`config.mk`:
```
export PLATFORM = sky130hd
export DESIGN_NAME = core_mem_arbiter_flat
export DESIGN_NICKNAME = d
export VERILOG_FILES = /design/src/rtl/core_mem_arbiter_pkg.sv /design/src/rtl/core_mem_arbiter_if.sv /design/src/rtl/core_mem_arb_pick.sv /design/src/rtl/core_mem_arbiter.sv /design/src/flat_wrapper.sv
export SDC_FILE = /design/constraint.sdc
export NUM_CORES = 1
export LEC_CHECK = 0
export CAP_MARGIN = 20
export CORE_AREA = 10 10 204 206
export DETAILED_ROUTE_END_ITERATION = 8
export DIE_AREA = 0 0 214 216
export SYNTH_ARGS = -nofsm -noshare
export SYNTH_HDL_FRONTEND = slang
export SYNTH_SLANG_ARGS = --single-unit
```
`constraint.sdc`:
```
create_clock -name clock -period 3.12 [get_ports clock]
set_input_delay 0.468 -clock clock [delete_from_list [all_inputs] [get_ports clock]]
set_output_delay 0.468 -clock clock [all_outputs]
set_load 0.02 [all_outputs]
```
`src/rtl/core_mem_arbiter_pkg.sv`:
```
// Shared types for core_mem_arbiter: FSM state, access owner, latched memory request.
package core_mem_arbiter_pkg;

    localparam int unsigned CMA_ADDR_W = 64;
    localparam int unsigned CMA_DATA_W = 64;
    localparam int unsigned CMA_STRB_W = CMA_DATA_W / 8;

    typedef enum logic [1:0] {
        ST_IDLE  = 2'd0,
        ST_ISSUE = 2'd1,
        ST_WAIT  = 2'd2
    } arb_state_e;

    typedef enum logic [1:0] {
        OWN_NONE = 2'd0,
        OWN_I    = 2'd1,
        OWN_D    = 2'd2
    } arb_owner_e;

    typedef struct packed {
        logic                  we;
        logic [CMA_ADDR_W-1:0] addr;
        logic [CMA_DATA_W-1:0] wdata;
        logic [CMA_STRB_W-1:0] wstrb;
    } mem_req_t;

    // Fetches are always reads with no byte enables.
    function automatic mem_req_t fetch_req(input logic [CMA_ADDR_W-1:0] addr);
        mem_req_t r;
        r.we    = 1'b0;
        r.addr  = addr;
        r.wdata = '0;
        r.wstrb = '0;
        return r;
    endfunction

endpackage

```
`src/rtl/core_mem_arbiter_if.sv`:
```
// Bus bundle for core_mem_arbiter: fetch, data and memory-port signals.
// slave = the arbiter, master = requesters plus memory model.
interface core_mem_arbiter_if
    import core_mem_arbiter_pkg::*;
#(
    parameter int unsigned ADDR_W = CMA_ADDR_W,
    parameter int unsigned DATA_W = CMA_DATA_W
);
    logic                  i_req;
    logic [ADDR_W-1:0]     i_addr;
    logic                  i_kill;
    logic                  i_ack;
    logic [DATA_W-1:0]     i_rdata;
    logic                  d_req;
    logic                  d_we;
    logic [ADDR_W-1:0]     d_addr;
    logic [DATA_W-1:0]     d_wdata;
    logic [DATA_W/8-1:0]   d_wstrb;
    logic                  d_ack;
    logic [DATA_W-1:0]     d_rdata;
    logic                  m_req_valid;
    logic                  m_req_ready;
    logic                  m_we;
    logic [ADDR_W-1:0]     m_addr;
    logic [DATA_W-1:0]     m_wdata;
    logic [DATA_W/8-1:0]   m_wstrb;
    logic                  m_resp_valid;
    logic [DATA_W-1:0]     m_rdata;

    modport slave (
        input  i_req, i_addr, i_kill, d_req, d_we, d_addr, d_wdata, d_wstrb,
        input  m_req_ready, m_resp_valid, m_rdata,
        output i_ack, i_rdata, d_ack, d_rdata,
        output m_req_valid, m_we, m_addr, m_wdata, m_wstrb
    );

    modport master (
        output i_req, i_addr, i_kill, d_req, d_we, d_addr, d_wdata, d_wstrb,
        output m_req_ready, m_resp_valid, m_rdata,
        input  i_ack, i_rdata, d_ack, d_rdata,
        input  m_req_valid, m_we, m_addr, m_wdata, m_wstrb
    );
endinterface

```
`src/rtl/core_mem_arb_pick.sv`:
```
// Grant selection for core_mem_arbiter. Data has priority; with
// CORE_MEM_ARB_FAIRNESS_EN a burst counter forces a fetch grant after D_BURST_MAX data grants.
module core_mem_arb_pick #(
    parameter int unsigned D_BURST_MAX = 4
) (
`ifdef CORE_MEM_ARB_FAIRNESS_EN
    input  logic clock,
    input  logic reset,
`endif
    input  logic arb_en,
    input  logic i_req,
    input  logic i_kill,
    input  logic d_req,
    output logic grant_i,
    output logic grant_d
);
    logic i_elig;

    assign i_elig = i_req && !i_kill;

    if (D_BURST_MAX == 0) begin : g_burst_range
        $error("core_mem_arb_pick: D_BURST_MAX must be at least 1");
    end

`ifdef CORE_MEM_ARB_FAIRNESS_EN
    localparam int unsigned CNT_W = $clog2(D_BURST_MAX + 1);

    logic [CNT_W-1:0] burst_q;
    logic [CNT_W-1:0] burst_d;
    logic             force_i;

    // Grant selection: a saturated burst count lets an eligible fetch jump ahead of data
    always_comb begin
        force_i = (burst_q == CNT_W'(D_BURST_MAX));
        grant_i = arb_en && i_elig && (!d_req || force_i);
        grant_d = arb_en && d_req && !grant_i;
    end

    // Burst count: data grants taken while a fetch is waiting
    always_comb begin
        burst_d = burst_q;
        if (grant_i || !i_elig) begin
            burst_d = '0;
        end else if (grant_d && !force_i) begin
            burst_d = burst_q + CNT_W'(1);
        end else begin
            burst_d = burst_q;
        end
    end

    // Burst counter register
    always_ff @(posedge clock or negedge reset) begin
        if (!reset) begin
            burst_q <= '0;
        end else begin
            burst_q <= burst_d;
        end
    end
`else
    // Grant selection: strict data priority
    always_comb begin
        grant_d = arb_en && d_req;
        grant_i = arb_en && i_elig && !d_req;
    end
`endif

endmodule

```
`src/rtl/core_mem_arbiter.sv`:
```
// core_mem_arbiter: one memory port shared by fetch and data, one access in flight.
// Optional CORE_MEM_ARB_FAIRNESS_EN bounds how long a fetch can be starved by data.
module core_mem_arbiter
    import core_mem_arbiter_pkg::*;
#(
    parameter int unsigned ADDR_W      = CMA_ADDR_W,
    parameter int unsigned DATA_W      = CMA_DATA_W,
    parameter int unsigned D_BURST_MAX = 4
) (
    input  logic              clock,
    input  logic              reset,
    core_mem_arbiter_if.slave bus
);
    localparam int unsigned STRB_W = DATA_W / 8;

    arb_state_e state_q;
    arb_state_e state_d;
    arb_owner_e owner_q;
    arb_owner_e owner_d;
    logic       kill_q;
    logic       kill_d;
    mem_req_t   req_q;
    mem_req_t   req_d;
    logic       arb_en;
    logic       grant_i;
    logic       grant_d;
    logic       resp_fire;
    logic       i_ack_c;
    logic       d_ack_c;

    assign arb_en = (state_q == ST_IDLE);

    core_mem_arb_pick #(
        .D_BURST_MAX (D_BURST_MAX)
    ) u_pick (
`ifdef CORE_MEM_ARB_FAIRNESS_EN
        .clock   (clock),
        .reset   (reset),
`endif
        .arb_en  (arb_en),
        .i_req   (bus.i_req),
        .i_kill  (bus.i_kill),
        .d_req   (bus.d_req),
        .grant_i (grant_i),
        .grant_d (grant_d)
    );

    // State, owner, kill flag and latched request registers
    always_ff @(posedge clock or negedge reset) begin
        if (!reset) begin
            state_q <= ST_IDLE;
            owner_q <= OWN_NONE;
            kill_q  <= 1'b0;
            req_q   <= '0;
        end else begin
            state_q <= state_d;
            owner_q <= owner_d;
            kill_q  <= kill_d;
            req_q   <= req_d;
        end
    end

    // Next-state selection
    always_comb begin
        state_d = state_q;
        case (state_q)
            ST_IDLE: begin
                if (grant_i || grant_d) state_d = ST_ISSUE;
                else                    state_d = ST_IDLE;
            end
            ST_ISSUE: begin
                if (bus.m_req_ready) state_d = ST_WAIT;
                else                 state_d = ST_ISSUE;
            end
            ST_WAIT: begin
                if (bus.m_resp_valid) state_d = ST_IDLE;
                else                  state_d = ST_WAIT;
            end
            default: state_d = ST_IDLE;
        endcase
    end

    // Request capture and owner tracking; a killed fetch still runs to completion
    always_comb begin
        owner_d = owner_q;
        kill_d  = kill_q;
        req_d   = req_q;
        case (state_q)
            ST_IDLE: begin
                kill_d = 1'b0;
                if (grant_d) begin
                    owner_d     = OWN_D;
                    req_d.we    = bus.d_we;
                    req_d.addr  = CMA_ADDR_W'(bus.d_addr);
                    req_d.wdata = CMA_DATA_W'(bus.d_wdata);
                    req_d.wstrb = CMA_STRB_W'(bus.d_wstrb);
                end else if (grant_i) begin
                    owner_d = OWN_I;
                    req_d   = fetch_req(CMA_ADDR_W'(bus.i_addr));
                end else begin
                    owner_d = OWN_NONE;
                end
            end
            ST_ISSUE: begin
                if (owner_q == OWN_I && bus.i_kill) kill_d = 1'b1;
                else                                kill_d = kill_q;
            end
            ST_WAIT: begin
                if (bus.m_resp_valid) begin
                    owner_d = OWN_NONE;
                    kill_d  = 1'b0;
                end else if (owner_q == OWN_I && bus.i_kill) begin
                    kill_d = 1'b1;
                end else begin
                    kill_d = kill_q;
                end
            end
            default: begin
                owner_d = OWN_NONE;
                kill_d  = 1'b0;
            end
        endcase
    end

    // Outputs: memory fields straight from registers, acks in the response cycle only
    always_comb begin
        resp_fire       = (state_q == ST_WAIT) && bus.m_resp_valid;
        d_ack_c         = resp_fire && (owner_q == OWN_D);
        i_ack_c         = resp_fire && (owner_q == OWN_I) && !kill_q && !bus.i_kill;
        bus.m_req_valid = (state_q == ST_ISSUE);
        bus.m_we        = req_q.we;
        bus.m_addr      = ADDR_W'(req_q.addr);
        bus.m_wdata     = DATA_W'(req_q.wdata);
        bus.m_wstrb     = STRB_W'(req_q.wstrb);
        bus.i_ack       = i_ack_c;
        bus.d_ack       = d_ack_c;
        if (i_ack_c) bus.i_rdata = bus.m_rdata;
        else         bus.i_rdata = '0;
        if (d_ack_c) bus.d_rdata = bus.m_rdata;
        else         bus.d_rdata = '0;
    end

endmodule

```
`src/flat_wrapper.sv`:
```
// flat-port wrapper written by rule: the top's interface ports become plain ports
module core_mem_arbiter_flat import core_mem_arbiter_pkg::*;
#(
    parameter int unsigned ADDR_W      = CMA_ADDR_W,
    parameter int unsigned DATA_W      = CMA_DATA_W,
    parameter int unsigned D_BURST_MAX = 4
)
  (clock, reset, bus_i_req, bus_i_addr, bus_i_kill, bus_d_req, bus_d_we, bus_d_addr, bus_d_wdata, bus_d_wstrb, bus_m_req_ready, bus_m_resp_valid, bus_m_rdata, bus_i_ack, bus_i_rdata, bus_d_ack, bus_d_rdata, bus_m_req_valid, bus_m_we, bus_m_addr, bus_m_wdata, bus_m_wstrb);
  core_mem_arbiter_if #(.ADDR_W(ADDR_W), .DATA_W(DATA_W)) bus_i ();
  input  logic clock;
  input  logic reset;
  input wire logic [$bits(bus_i.i_req)-1:0] bus_i_req;
  input wire logic [$bits(bus_i.i_addr)-1:0] bus_i_addr;
  input wire logic [$bits(bus_i.i_kill)-1:0] bus_i_kill;
  input wire logic [$bits(bus_i.d_req)-1:0] bus_d_req;
  input wire logic [$bits(bus_i.d_we)-1:0] bus_d_we;
  input wire logic [$bits(bus_i.d_addr)-1:0] bus_d_addr;
  input wire logic [$bits(bus_i.d_wdata)-1:0] bus_d_wdata;
  input wire logic [$bits(bus_i.d_wstrb)-1:0] bus_d_wstrb;
  input wire logic [$bits(bus_i.m_req_ready)-1:0] bus_m_req_ready;
  input wire logic [$bits(bus_i.m_resp_valid)-1:0] bus_m_resp_valid;
  input wire logic [$bits(bus_i.m_rdata)-1:0] bus_m_rdata;
  output wire logic [$bits(bus_i.i_ack)-1:0] bus_i_ack;
  output wire logic [$bits(bus_i.i_rdata)-1:0] bus_i_rdata;
  output wire logic [$bits(bus_i.d_ack)-1:0] bus_d_ack;
  output wire logic [$bits(bus_i.d_rdata)-1:0] bus_d_rdata;
  output wire logic [$bits(bus_i.m_req_valid)-1:0] bus_m_req_valid;
  output wire logic [$bits(bus_i.m_we)-1:0] bus_m_we;
  output wire logic [$bits(bus_i.m_addr)-1:0] bus_m_addr;
  output wire logic [$bits(bus_i.m_wdata)-1:0] bus_m_wdata;
  output wire logic [$bits(bus_i.m_wstrb)-1:0] bus_m_wstrb;
  assign bus_i.i_req = bus_i_req;
  assign bus_i.i_addr = bus_i_addr;
  assign bus_i.i_kill = bus_i_kill;
  assign bus_i.d_req = bus_d_req;
  assign bus_i.d_we = bus_d_we;
  assign bus_i.d_addr = bus_d_addr;
  assign bus_i.d_wdata = bus_d_wdata;
  assign bus_i.d_wstrb = bus_d_wstrb;
  assign bus_i.m_req_ready = bus_m_req_ready;
  assign bus_i.m_resp_valid = bus_m_resp_valid;
  assign bus_i.m_rdata = bus_m_rdata;
  assign bus_i_ack = bus_i.i_ack;
  assign bus_i_rdata = bus_i.i_rdata;
  assign bus_d_ack = bus_i.d_ack;
  assign bus_d_rdata = bus_i.d_rdata;
  assign bus_m_req_valid = bus_i.m_req_valid;
  assign bus_m_we = bus_i.m_we;
  assign bus_m_addr = bus_i.m_addr;
  assign bus_m_wdata = bus_i.m_wdata;
  assign bus_m_wstrb = bus_i.m_wstrb;
  core_mem_arbiter #(.ADDR_W(ADDR_W), .DATA_W(DATA_W), .D_BURST_MAX(D_BURST_MAX)) u_core (.clock(clock), .reset(reset), .bus(bus_i));
endmodule
```
== Word level (Yosys, flattened, before mapping) ==
Cells that the tools add are included.
Word-level totals
  register bits: 142
  input bits: 272
  output and inout port bits: 268
  logic and storage cells: 46
Cells by class
  equal/unequal tests: 5
  mux-type cells: 15
  bitwise gates (word level): 1
  reduce and logical (&&, ||, !) cells: 18
Operators by type and width (count)
  137-bit two-way mux: 2
  64-bit two-way mux: 2
  2-bit one-hot mux with 3 select lines: 2
  1-bit logical AND: 10
  2-bit two-way mux: 4
  2-bit by 1-bit equality test with 1-bit output (second input constant): 2
  2-bit equality test (second input constant): 2
  1-bit two-way mux: 4
  2-bit AND reduction: 2
  1-bit logical NOT: 3
  2-bit logical NOT: 1
  2-bit != test (second input constant): 1
  1-bit one-hot mux with 2 select lines: 1
  2-bit nonzero test: 1
  1-bit logical OR: 1
  1-bit NOT: 1

== Longest topological paths before layout ==
Gate-level depths: netlist of run 1.
  word-level depth: 7
  gate-level depth with buffers: 7
  mapped depth without buffers: 5

== Cells and area by module ==
Synthesis of run 1 repeated with hierarchy kept, for this count alone.
Unflattened totals
  cells, all modules: 612
  area total of the unflattened synthesis: 6655.1 µm²
Modules (own cells, without submodules)
  core_mem_arbiter: times used 1, cells an instance 610, area an instance 6635.1 µm², sequential area each 3553.4 µm²
  core_mem_arb_pick: times used 1, cells an instance 2, area an instance 20.0 µm², sequential area each 0.0 µm²

== Least setup slack after synthesis of run 1 ==
No wires, ideal clock.
  path type: flip-flop to output port
  start point: register u_core.state_q[0]
  end point: output bus_i_rdata[10]
  arrival: 1.648 ns
  data required time: 2.652 ns
  setup slack: 1.004 ns
  stages on the path, launching flop included: 8
  path buffers: 2
  cells stage by stage: dfrtp_1 > inv_1 > ha_1 > nand2_1 > nor4_1 > clkbuf_1 > clkbuf_1 > and2_1
Between the ends
  cells in the longest elaborated chain, start to end: 6
Ends and longest elaborated chain
  from (decl): RTL line core_mem_arbiter.sv:16  | arb_state_e state_q;
  from (signal assigned): RTL line core_mem_arbiter.sv:56  | state_q <= state_d;
  2-bit equality test: RTL line core_mem_arbiter.sv:127  | resp_fire = (state_q == ST_WAIT) && bus.m_resp_valid;
  1-bit logical AND: RTL line core_mem_arbiter.sv:127
  1-bit logical AND (3 in series): RTL line core_mem_arbiter.sv:129  | i_ack_c = resp_fire && (owner_q == OWN_I) && !kill_q && !bus.i_kill;
  64-bit two-way mux: RTL line core_mem_arbiter.sv:137  | if (i_ack_c) bus.i_rdata = bus.m_rdata;
  to (decl): RTL line flat_wrapper.sv:24  | output wire logic [$bits(bus_i.i_rdata)-1:0] bus_i_rdata;
No other way between the ends.

== Worst setup path after layout of run 1 ==
  start point: register u_core.state_q[0]
  end point: output bus_d_rdata[50]
Between the ends
  cells in the longest elaborated chain, start to end: 4
Ends and longest elaborated chain
  2-bit equality test: RTL line core_mem_arbiter.sv:127
  1-bit logical AND: RTL line core_mem_arbiter.sv:127
  1-bit logical AND: RTL line core_mem_arbiter.sv:128  | d_ack_c = resp_fire && (owner_q == OWN_D);
  64-bit two-way mux: RTL line core_mem_arbiter.sv:139  | if (d_ack_c) bus.d_rdata = bus.m_rdata;
  to (decl): RTL line flat_wrapper.sv:26  | output wire logic [$bits(bus_i.d_rdata)-1:0] bus_d_rdata;
No other way between the ends.

==> results of run 1 <==
[synth_stat cells, drive strengths merged]
| master | n | share of area (%) |
|---|---|---|
| nor3b | 1 | 0.11 |
| mux2 | 129 | 21 |
| mux2i | 1 | 0.15 |
| inv | 3 | 0.17 |
| a21oi | 2 | 0.15 |
| and3b | 1 | 0.13 |
| dfrtp | 142 | 52 |
| a31oi | 1 | 0.092 |
| buf | 20 | 1.3 |
| nor2b | 2 | 0.18 |
| nand2b | 2 | 0.18 |
| and2 | 129 | 12 |
| nor4 | 1 | 0.092 |
| o21ai | 1 | 0.074 |
| a22o | 73 | 9.4 |
| clkbuf | 24 | 1.3 |
| nor3 | 1 | 0.074 |
| nor2 | 2 | 0.11 |
| ha | 4 | 0.74 |
| nand2 | 2 | 0.11 |
[kinds of logic (layout without fill, tap and decap cells)]
| kind of cell | after synthesis | count (layout) | synth area share [%] |
|---|---|---|---|
| muxes | 130 | 130 | 21.5 |
| DFF | 142 | 142 | 52.3 |
| and+or+nand+nor | 141 | 141 | 12.9 |
| buffers and inverters | 47 | 595 | 2.84 |
| other | 0 | 1 | 0 |
| adders and majority gates | 4 | 4 | 0.737 |
| AOI/OAI and AO/OA | 77 | 77 | 9.72 |
[critical path, cell delays in order (launching register included)]
cell             delay [ns]
dfrtp_1                0.40
inv_1                  0.09
ha_1                   0.18
nand2_1                0.15
nor3_4                 0.21
buf_4                  0.16
buf_12                 0.17
and2_1                 0.14
clkdlybuf4s50_1        0.60
[worst max-delay path by stage]
stage,endpoint,slack (ns)
after detailed placement,bus_i_rdata[6],0.16
after global routing,bus_d_rdata[45],-0.03
after CTS,bus_i_rdata[32],0.005
after floorplan,bus_i_rdata[10],1.00
after global placement,bus_i_rdata[61],0.18
final,bus_d_rdata[50],0.12
[power breakdown]
group / switching (mW) / leakage [nW] / total (mW) / internal, mW
Sequential: 0.470 / 1.73 / 3.20 / 2.73
Clock: 0.805 / 0.288 / 2.12 / 1.32
Combinational: 2.78 / 5.71 / 5.79 / 3.00
[cell type report]
type	count	area share, %
inverters	3	0.0811
multi-input cells	352	22.3
clock buffers	22	3.42
clock inverters	9	0.974
well taps	511	4.61
repair buffers	561	43.0
flip-flops and latches	142	25.6
diodes	1	0.0180
[metal layers]
layer	part of all wire [%]	GRT usage, %	up-vias
li1	-	-	2970
met1	41	15.9	3044
met2	50	22.4	266
met3	7.6	4.70	27
met4	1.5	3.88	2
met5	0.033	0	-
[placed cells by master, fill, tap and decap left out, types with 4 or more instances in the layout]
cell | synthesis | routed
dlymetal6s2s_1 | 0 | 120
mux2_1 | 49 | 49
mux2_2 | 80 | 80
buf_4 | 0 | 12
and2_1 | 129 | 128
ha_1 | 4 | 4
clkdlybuf4s50_1 | 0 | 413
buf_12 | 0 | 5
dlygate4sd2_1 | 0 | 5
a22o_1 | 73 | 73
clkbuf_16 | 0 | 18
dfrtp_1 | 142 | 142
[timing repair]
| action | 4_1_cts | 5_1_grt |
|---|---|---|
| endpoints found under the setup margin | 64 | 103 |
| setup buffers | 1 | 1 |
| cloned | 2 | 1 |
| hold buffers | 1 | 0 |
| hold endpoints to repair | 49 | 0 |
| gates resized for setup | 9 | 124 |
[stage by stage]
stage	TNS (ns)	area (um^2)	cells	power [mW]
floorplan	0	6790	541	6.09
global placement	0	12900	1563	9.03
detailed placement	0	12900	1563	9.08
CTS	0	13500	1598	11.3
global route	-0.0593	13900	1600	11.7
finish	0	13900	1601	11.1
[sequential cells by signal, summed over array words and instances, names as in the netlist]
register            cells
u_core.owner_q          2
u_core.bus.m_addr      64
u_core.bus.m_wstrb      8
u_core.state_q          2
u_core.bus.m_wdata     64
u_core.kill_q           1
u_core.bus.m_we         1
==> results.ini, run 1 <==
[run_status]
outcome = finished, final reports clean

[timing]
finalWorstSetupSlack_ns = 0.116
setup_violations = 0
period_needed_ns = 3.00
relSlewSlack_pct = 56.6
clock_skew_ns = 0.00906
fin_crit_sh_pct = 96.3
slew_viol_final = 0
worst_pin_slew_ns = 0.650
fmax_mhz = 333
hold_ws_ns = 0.501
hold_violations = 0

[routing]
first_iter_violations = 261
viasPerCell = 3.94
wire_per_inst_um = 20.6
postRouteAntennaNets = 0
finalWirelength_mm = 33.0
num_vias = 6309
dr.pass1.iters = 4
drcViolationCount = 0

[final_layout]
syn2layout_area_growth_pct = 104
multi_input_area_um2 = 3090
nNetsFinal = 1353
regArea_um2 = 3550
finalCoreUtilization_pct = 37.1
drive_above_1_share_pct = 12.5
fillers = 3688

[setup_path]
cp-startpoint = u_core.state_q[0]
arrival_ns = 2.54
ff2ff_path_depth = 6
cp-end-kind = output pin
worstSetupStartpointType = flop
regToRegSetupSlack_ns = 1.02
reg2reg_to = u_core.bus.m_addr[22]
path_max_fanout = 32
required_ns = 2.65
worstSetupPathType = reg -> out
timing.rr.start = u_core.state_q[0]

[grt]
grt_first_pass_wirelength_mm = 47.0
track_usage_pct = 13.4
grt_pass1_vias = 6718
grt_antenna_before_repair = 1
grt_max_degree = 93
grt_overflow = 0

[worst_hold_path]
hold_path_class = reg -> reg
holdPathEnd = u_core.bus.m_wdata[5]
hp-start = u_core.bus.m_wdata[5]
holdPathStages = 1

[place]
preCtsSetupSlack_ns = 0.157
hpwl_mm = 26.0
port_buffers = 539
place.gp.congestion = 0.826

[cts]
cts_tree = built
cts_max_level = 4
cts.path.max_buffers = 2
numCtsBuffers = 17
clkTransAtPathRegs_ns = 0.06
insertion_delay_ns = 0.43
clock_sinks = 142
root_buffer = clkbuf_16

[power_and_ir_drop]
cellLeakagePower_nw = 7.73
power.density_nw_per_um2 = 800
ir_worst_vdd_v = 0.000511

[yosys]
syn_avg_cell_area_um2 = 12.6
syn_area_um2 = 6790
ys_ff_latch = 142
synth.distinct_cells = 22
synth_nets = 817
ys_warn_count = 0
synth_cells = 541
ys_seq_area_share_pct = 52.3

[floorplan]
fp.dieW_um = 214
io_pins = 540
die_height_um = 216
coreArea_um2 = 37400
rows = 71
initial_core_util_pct = 18.2
dieArea_um2 = 46200

[run]
cap_violations = 0

Note: power is estimated with default switching activity, not from simulation.
==> inputs of run 2 (changes only) <==
Settings changed: ABC_CLOCK_PERIOD_IN_PS from default to 3120.
==> results of run 2 <==
Final layout, timing and power as in run 1 (identical DEF).
